`src/rtl/latch_free_ifetch_if.sv`:
```
// rtl/latch_free_ifetch_if.sv - fetch unit bus: instruction memory, redirect and decoder handshakes
interface latch_free_ifetch_if;
  logic        imem_req;
  logic [31:0] imem_addr;
  logic        imem_ack;
  logic [31:0] imem_rdata;
  logic        redirect_valid;
  logic [31:0] redirect_pc;
  logic        instr_valid;
  logic        instr_ready;
  logic [31:0] instruction;
  logic [31:0] instr_pc;

  modport master (
    output imem_req, imem_addr, instr_valid, instruction, instr_pc,
    input  imem_ack, imem_rdata, redirect_valid, redirect_pc, instr_ready
  );

  modport slave (
    input  imem_req, imem_addr, instr_valid, instruction, instr_pc,
    output imem_ack, imem_rdata, redirect_valid, redirect_pc, instr_ready
  );
endinterface

```
`src/rtl/latch_free_ifetch.sv`:
```
// rtl/latch_free_ifetch.sv - single-outstanding instruction fetch with prefetch FIFO and redirect flush
module latch_free_ifetch #(
  parameter int          DEPTH    = 4,
  parameter logic [31:0] RESET_PC = 32'h0000_0000
) (
  input logic               clk,
  input logic               reset,
  latch_free_ifetch_if.master bus
);
  localparam int AW = (DEPTH > 1) ? $clog2(DEPTH) : 1;
  localparam int CW = AW + 1;
  localparam logic [CW-1:0] C_DEPTH = CW'(DEPTH);

  typedef enum logic [1:0] {S_IDLE, S_WAIT, S_DISCARD} state_t;

  state_t        r_state, w_state_nxt;
  logic [31:0]   r_fetch_pc, w_fetch_pc_nxt;
  logic [31:0]   r_mem_instr [DEPTH];
  logic [31:0]   r_mem_pc    [DEPTH];
  logic [AW-1:0] r_wr_ptr, r_rd_ptr;
  logic [CW-1:0] r_count;
  logic          w_req, w_push, w_pop, w_valid;

  assign w_valid = (r_count != '0);
  assign w_pop   = w_valid && bus.instr_ready && !bus.redirect_valid;

  always_ff @(posedge clk or posedge reset) begin
    if (reset) begin
      r_state    <= S_IDLE;
      r_fetch_pc <= RESET_PC;
    end else begin
      r_state    <= w_state_nxt;
      r_fetch_pc <= w_fetch_pc_nxt;
    end
  end

  // A new request only issues from IDLE with room, so an ack always finds a free slot.
  always_comb begin
    w_state_nxt    = r_state;
    w_fetch_pc_nxt = r_fetch_pc;
    w_req          = 1'b0;
    w_push         = 1'b0;
    case (r_state)
      S_IDLE: begin
        if (!bus.redirect_valid && (r_count < C_DEPTH)) w_state_nxt = S_WAIT;
      end
      S_WAIT: begin
        w_req = 1'b1;
        if (bus.imem_ack) begin
          w_state_nxt = S_IDLE;
          if (!bus.redirect_valid) begin
            w_push         = 1'b1;
            w_fetch_pc_nxt = r_fetch_pc + 32'd4;
          end
        end else if (bus.redirect_valid) begin
          w_state_nxt = S_DISCARD;
        end
      end
      S_DISCARD: begin
        w_req = 1'b1;
        if (bus.imem_ack) w_state_nxt = S_IDLE;
      end
      default: w_state_nxt = S_IDLE;
    endcase
    if (bus.redirect_valid) w_fetch_pc_nxt = {bus.redirect_pc[31:2], 2'b00};
  end

  always_ff @(posedge clk or posedge reset) begin
    if (reset) begin
      r_wr_ptr <= '0;
      r_rd_ptr <= '0;
      r_count  <= '0;
    end else if (bus.redirect_valid) begin
      r_wr_ptr <= '0;
      r_rd_ptr <= '0;
      r_count  <= '0;
    end else begin
      if (w_push) r_wr_ptr <= r_wr_ptr + 1'b1;
      if (w_pop)  r_rd_ptr <= r_rd_ptr + 1'b1;
      case ({w_push, w_pop})
        2'b10:   r_count <= r_count + 1'b1;
        2'b01:   r_count <= r_count - 1'b1;
        default: r_count <= r_count;
      endcase
    end
  end

  always_ff @(posedge clk) begin
    if (w_push) begin
      r_mem_instr[r_wr_ptr] <= bus.imem_rdata;
      r_mem_pc[r_wr_ptr]    <= r_fetch_pc;
    end
  end

  assign bus.imem_req    = w_req;
  assign bus.imem_addr   = r_fetch_pc;
  assign bus.instr_valid = w_valid;
  assign bus.instruction = w_valid ? r_mem_instr[r_rd_ptr] : 32'h0;
  assign bus.instr_pc    = w_valid ? r_mem_pc[r_rd_ptr]    : 32'h0;
endmodule

```
`src/flat_wrapper.sv`:
```
// flat-port wrapper written by rule: the top's interface ports become plain ports
module latch_free_ifetch_flat 
#(
  parameter int          DEPTH    = 4,
  parameter logic [31:0] RESET_PC = 32'h0000_0000
)
  (clk, reset, bus_imem_req, bus_imem_addr, bus_instr_valid, bus_instruction, bus_instr_pc, bus_imem_ack, bus_imem_rdata, bus_redirect_valid, bus_redirect_pc, bus_instr_ready);
  latch_free_ifetch_if bus_i ();
  input logic clk;
  input logic reset;
  output wire logic [$bits(bus_i.imem_req)-1:0] bus_imem_req;
  output wire logic [$bits(bus_i.imem_addr)-1:0] bus_imem_addr;
  output wire logic [$bits(bus_i.instr_valid)-1:0] bus_instr_valid;
  output wire logic [$bits(bus_i.instruction)-1:0] bus_instruction;
  output wire logic [$bits(bus_i.instr_pc)-1:0] bus_instr_pc;
  input wire logic [$bits(bus_i.imem_ack)-1:0] bus_imem_ack;
  input wire logic [$bits(bus_i.imem_rdata)-1:0] bus_imem_rdata;
  input wire logic [$bits(bus_i.redirect_valid)-1:0] bus_redirect_valid;
  input wire logic [$bits(bus_i.redirect_pc)-1:0] bus_redirect_pc;
  input wire logic [$bits(bus_i.instr_ready)-1:0] bus_instr_ready;
  assign bus_imem_req = bus_i.imem_req;
  assign bus_imem_addr = bus_i.imem_addr;
  assign bus_instr_valid = bus_i.instr_valid;
  assign bus_instruction = bus_i.instruction;
  assign bus_instr_pc = bus_i.instr_pc;
  assign bus_i.imem_ack = bus_imem_ack;
  assign bus_i.imem_rdata = bus_imem_rdata;
  assign bus_i.redirect_valid = bus_redirect_valid;
  assign bus_i.redirect_pc = bus_redirect_pc;
  assign bus_i.instr_ready = bus_instr_ready;
  latch_free_ifetch #(.DEPTH(DEPTH), .RESET_PC(RESET_PC)) u_core (.clk(clk), .reset(reset), .bus(bus_i));
endmodule
```
`config.mk`:
```
export PLATFORM = sky130hd
export DESIGN_NAME = latch_free_ifetch_flat
export DESIGN_NICKNAME = d
export VERILOG_FILES = /design/src/rtl/latch_free_ifetch_if.sv /design/src/rtl/latch_free_ifetch.sv /design/src/flat_wrapper.sv
export SDC_FILE = /design/constraint.sdc
export NUM_CORES = 1
export LEC_CHECK = 0
export BUFFER_PORTS_ARGS = -buffer_cell sky130_fd_sc_hd__buf_2
export CAP_MARGIN = 20
export CORE_AREA = 2 2 148 208
export DETAILED_ROUTE_END_ITERATION = 10
export DIE_AREA = 0 0 150 210
export GPL_ROUTABILITY_DRIVEN = 1
export PLACE_DENSITY = 0.57
export SLEW_MARGIN = 20
export SYNTH_ARGS = -nofsm -noshare
export SYNTH_HDL_FRONTEND = slang
export SYNTH_SLANG_ARGS = --single-unit
```
`constraint.sdc`:
```
create_clock -name clk -period 4 [get_ports clk]
set_clock_uncertainty 0.2 [all_clocks]
set_input_delay 0.8 -clock clk [delete_from_list [all_inputs] [get_ports clk]]
set_output_delay 0.8 -clock clk [all_outputs]
set_load 0.05 [all_outputs]
```
== Word level (Yosys, flattened, before mapping) ==
Memory sizes are Yosys's and may differ from the RTL's.
Cells that the tools add are included.
W data, S select, Z words.

* $lt $le $gt $ge: 1
* Reductions and logical operators: 14
* Multiplexer cells: 22
* Add/sub/neg operators: 5
* Eq/ne operators: 7

{| class="wikitable"
|+ Operator list
! cell !! number
|-
| $mux W32 || 5
|-
| $add A32 B3 Y32 const B || 1
|-
| $mux W2 || 8
|-
| $reduce_bool A2 Y1 || 4
|-
| $mux W1 || 6
|-
| $pmux W2 S3 || 1
|-
| $pmux W3 S2 || 1
|-
| $reduce_bool A3 Y1 || 2
|-
| $add A2 B1 Y2 const B || 2
|-
| $eq A2 B1 Y1 const B || 2
|-
| $eq A2 B2 Y1 const B || 2
|-
| $add A3 B1 Y3 const B || 1
|-
| $logic_and A1 B1 Y1 || 3
|-
| $lt A3 B3 Y1 const B || 1
|-
| $mux W3 || 1
|-
| $ne A3 B3 Y1 const B || 1
|-
| $reduce_and A3 Y1 || 1
|-
| $sub A3 B1 Y3 const B || 1
|-
| $logic_not A2 Y1 || 1
|-
| $ne A2 B1 Y1 const B || 1
|-
| $ne A2 B2 Y1 const B || 1
|-
| $reduce_and A2 Y1 || 1
|-
| $reduce_or A2 Y1 || 1
|-
| $logic_not A1 Y1 || 1
|}

* Word-level logic and storage cells: 56
* Output and inout port bits: 98
* Memories kept: 2
* Input port bits: 69
* Bits in writable memories: 256
* Flip-flop bits (word level): 41

{| class="wikitable"
|+ Memories
! memory !! words !! width !! rd ports !! clocked after Yosys merged registers in !! write ports !! line !! source
|-
| u_core.r_mem_instr || 4 || 32 || 1 || 0 || 1 || latch_free_ifetch.sv:18 || <nowiki>logic [31:0] r_mem_instr [DEPTH];</nowiki>
|-
| u_core.r_mem_pc || 4 || 32 || 1 || 0 || 1 || latch_free_ifetch.sv:19 || <nowiki>logic [31:0] r_mem_pc [DEPTH];</nowiki>
|}

== Depth between registers and ports, before layout ==
* Depth in word-level cells: 6
* Gate-level depth with buffers: 9
* Gate-level depth less buffers: 8

== Worst setup path before layout ==
No wires, ideal clock.

* Kind: input-to-reg
* Start: in bus_redirect_valid
* End: mem u_core.r_mem_instr[0][0], enable pin
* Arrival: 2.554 ns
* Data required time: 3.373 ns
* Path buffers: 0
* Slack: 0.819 ns
* Stages: 2
* Library setup time: 0.427 ns
* Path through: nor2b_1 > and3_1

* Word-level cells in the longest chain between the ends: 5

{| class="wikitable"
|+ Ends and longest elaborated chain
! what !! line !! source
|-
| start: declaration || flat_wrapper.sv:18 || <nowiki>input wire logic [$bits(bus_i.redirect_valid)-1:0] bus_redirect_valid;</nowiki>
|-
| $mux W1 || latch_free_ifetch.sv:51 || <nowiki>if (!bus.redirect_valid) begin</nowiki>
|-
| $mux W1 || latch_free_ifetch.sv:49 || <nowiki>if (bus.imem_ack) begin</nowiki>
|-
| $mux W1 || latch_free_ifetch.sv:43 || <nowiki>case (r_state)</nowiki>
|-
| $mux W1 || latch_free_ifetch.sv:89 || <nowiki>if (w_push) begin</nowiki>
|-
| $mux W1 (not written as such) || latch_free_ifetch.sv:90 || <nowiki>r_mem_instr[r_wr_ptr] <= bus.imem_rdata;</nowiki>
|-
| end: declaration || latch_free_ifetch.sv:18 ||
|}

No other way between the ends.

== Worst setup path after layout ==
* Start: reg u_core.r_rd_ptr[0]
* End: out bus_instr_pc[27]

* Word-level cells in the longest chain between the ends: 2

{| class="wikitable"
|+ Ends and longest elaborated chain
! what !! line !! source
|-
| start: declaration || latch_free_ifetch.sv:20 || <nowiki>logic [AW-1:0] r_wr_ptr, r_rd_ptr;</nowiki>
|-
| start signal: assignment || latch_free_ifetch.sv:79 || <nowiki>if (w_pop) r_rd_ptr <= r_rd_ptr + 1'b1;</nowiki>
|-
| $mem_v2 Z4 W32 || n/a ||
|-
| $mux W32 || latch_free_ifetch.sv:99 || <nowiki>assign bus.instr_pc = w_valid ? r_mem_pc[r_rd_ptr] : 32'h0;</nowiki>
|-
| end: declaration || flat_wrapper.sv:15 || <nowiki>output wire logic [$bits(bus_i.instr_pc)-1:0] bus_instr_pc;</nowiki>
|}

No other way between the ends.

==> flow_summary.toml <==
[outcome]
outcome = "finished clean"

[synthesis]
yosys.area_share.simple = 0.0911
yosys_register_bits = 287
synth_mux_area_frac = 0.124
synth_compound_area_frac = 0.0144
yosys.area_share.adder = 0.0103
yosysTopAreaCellShare = 0.637
synth_xor_xnor_area_share = 0.0232
yosys_warnings = 0
yosysUniqueCellTypes = 39
synth_edf_count = 248
syn_area_um2 = 11700
seq_area_frac_synth = 0.721
synth_commonest_cells = "edfxtp_1 (248), and2_1 (65), mux4_2 (62), nand2_1 (47), dfrtp_1 (39)"
syn-mean-instance-area_um2 = 17.8
synth_area_leaders = "edfxtp_1 (64%), mux4_2 (12%), dfrtp_1 (8.4%)"
synth_top_family_by_area = "multiplexers"
async_flop_share = 0.136
netlist_instances = 655
synth_flop_cell = "edfxtp_1"
yosysTopAreaCell = "edfxtp_1"
yosys.cell_count.top_type = "edfxtp_1"

[clocking]
cts-hold-fix-buffers = 0
cts_setup_buffers = 0
clock_path_buffers = 3
htreeDepth = 1
cts_resized = 0
cts_buffers = 28
clk_latency_ns = 0.54
clock_sinks = 287
cts_tree = "built"
clkSlewWorstSetupHoldPaths_ns = 0.06
root_buffer = "clkbuf_16"

[floorplan]
die_area_um2 = 31500
die_w_um = 150
core_area_um2 = 29700
dieHeight_um = 210
io_pins = 167
rows = 75
start_util = 0.394

[cells_and_area]
fill_cells = 2618
nNetsFinal = 906
area_growth_syn_to_layout_pct = 19.7
diodes = 0
drive_above_1_share = 0.347

[placed_design]
gp_congestion = 0.772
port_buffers = 160
dp_hpwl_mm = 15.6

[global_routing]
grt_remaining_overflow = 0
antenna_found_initial = 0
track_usage = 0.161
first_global_vias = 6627
grt_max_degree = 67
grt_pass1_wl_mm = 38.5

[worst_setup_path]
crit_path_start_kind = "flip-flop"
endpoint_kind = "output port"
cp_slowest_cell = "dfrtp_4"
crit_fanout = 22
critical_path_arrival_ns = 2.54
startpoint = "u_core.r_rd_ptr[0]"
worstSetupPathType = "flip-flop to output port"
regToRegStartpoint = "u_core.r_count[2]"
path_cells = "buf_12, mux4_2, and2_1, buf_2"
cp.required_ns = 3.00
critPathTopFamily = "flip-flops"
cp_slowest_stage_delay_ns = 0.76
path_buf_inv = 2

[sta]
whs_ns = 0.168
rsz0062_at_grt = "no"
hold_viol = 0
slew_viol_final = 0
fmax_mhz = 282
tightest_slew_ns = 0.712
slew_headroom = 0.525
post-route-min-period_ns = 3.54
layout_worst_path_cycle_share = 0.886
tns_ns = 0
setup_viol = 0

[flow_run]
drv_cap = 0

[drt]
routed-via-count = 6181
drtIter0Drc = 285
ant_nets = 0
drc = 0
viasPerCell = 5.01
routed_wirelength_mm = 25.0
drt_first_pass_iters = 4
post_drt_wl_per_cell_um = 20.2

[worst_hold_path]
min_path_type = "input pin to asynchronous set/reset pin"

[power_and_ir_drop]
power_density_nw_per_um2 = 727
leakage_nw = 4.96
vdd_drop_max_uv = 306
## registers in the layout, indices dropped and copies added, names as in the netlist
| register | cells |
|---|---|
| u_core.r_mem_pc | 120 |
| u_core.r_count | 3 |
| u_core.r_wr_ptr | 2 |
| u_core.r_rd_ptr | 2 |
| u_core.r_mem_instr | 128 |
| u_core.r_state | 2 |
| u_core.bus.imem_addr | 30 |
## cell type report
type	count	area, µm²	share of cell area
Clock buffer	34	744	0.0532
Clock inverter	16	188	0.0134
Sequential cell	287	8430	0.603
Multi-Input combinational cell	329	3110	0.222
Timing Repair Buffer	175	1000	0.0716
Tap cell	385	482	0.0345
Inverter	7	26.3	0.00188
## through the flow
stage	setup WS (ns)	utilization	instances	area, µm²	power, W
after floorplan	0.819	-	658	11700	0.00662
after global placement	0.956	0.440	1183	13000	0.00763
after detailed placement	0.921	0.440	1183	13000	0.00764
after CTS	0.376	0.471	1233	14000	0.0103
after global routing	0.308	0.471	1233	14000	0.0106
final	0.457	0.471	1233	14000	0.0102
## worst reg2reg max path: cells and delay by family, from the launching register on
kind | cells | cell delay (ns)
simple gates | 5 | 1.44
flops | 1 | 0.41
fa+ha+maj | 1 | 0.39
buf+inv | 1 | 0.33
compound gates | 1 | 0.11
## kinds of logic (layout without fill, tap and decap cells)
kind of cell | count (synthesis) | after routing
AOI/OAI and AO/OA | 33 | 33
xor gates and xnor gates | 31 | 31
adders and majority gates | 9 | 9
buffers and inverters | 42 | 232
DFF | 287 | 287
muxes | 67 | 67
other | 1 | 4
and+or+nand+nor | 185 | 185
## cell usage in the layout (no fill, tap or decap), drive strengths merged, types with 4 or more instances in the layout
cell	n
nor4	5
nor3	7
xnor2	9
edfxtp	248
nand4	14
o21ai	30
nand2	48
conb	4
clkbuf	34
buf	175
nor2	14
mux4	62
inv	8
bufinv	4
dfrtp	39
and2	66
nand3	14
xor2	22
clkinvlp	4
clkinv	7
ha	8
and3	8
## path summary, 6_finish.rpt
check	to	slack (ns)	depth (start not counted)
hold / removal	u_core.r_rd_ptr[0]	0.17	2
max in group asynchronous	u_core.bus.imem_addr[7]	2.65	3
setup / recovery	bus_instr_pc[27]	0.46	4
min in group clk	u_core.bus.imem_addr[5]	0.26	3
setup reg to reg	u_core.r_count[2]	0.98	8
hold reg to reg	u_core.r_wr_ptr[1]	0.39	2
## report_power, final
group	internal [W]	switching [W]
logic	0.00115	0.00267
registers	0.00346	0.000216
clock network	0.00158	0.00109
total	0.00619	0.00398
## metal layers
| metal | GRT usage | routed length (µm) |
|---|---|---|
| met1 | 0.204 | 10100 |
| met2 | 0.289 | 13200 |
| met4 | 0.0452 | 473 |
| met3 | 0.0212 | 1240 |
| met5 | 0 | 0 |
(Power assumes the default switching activity.)
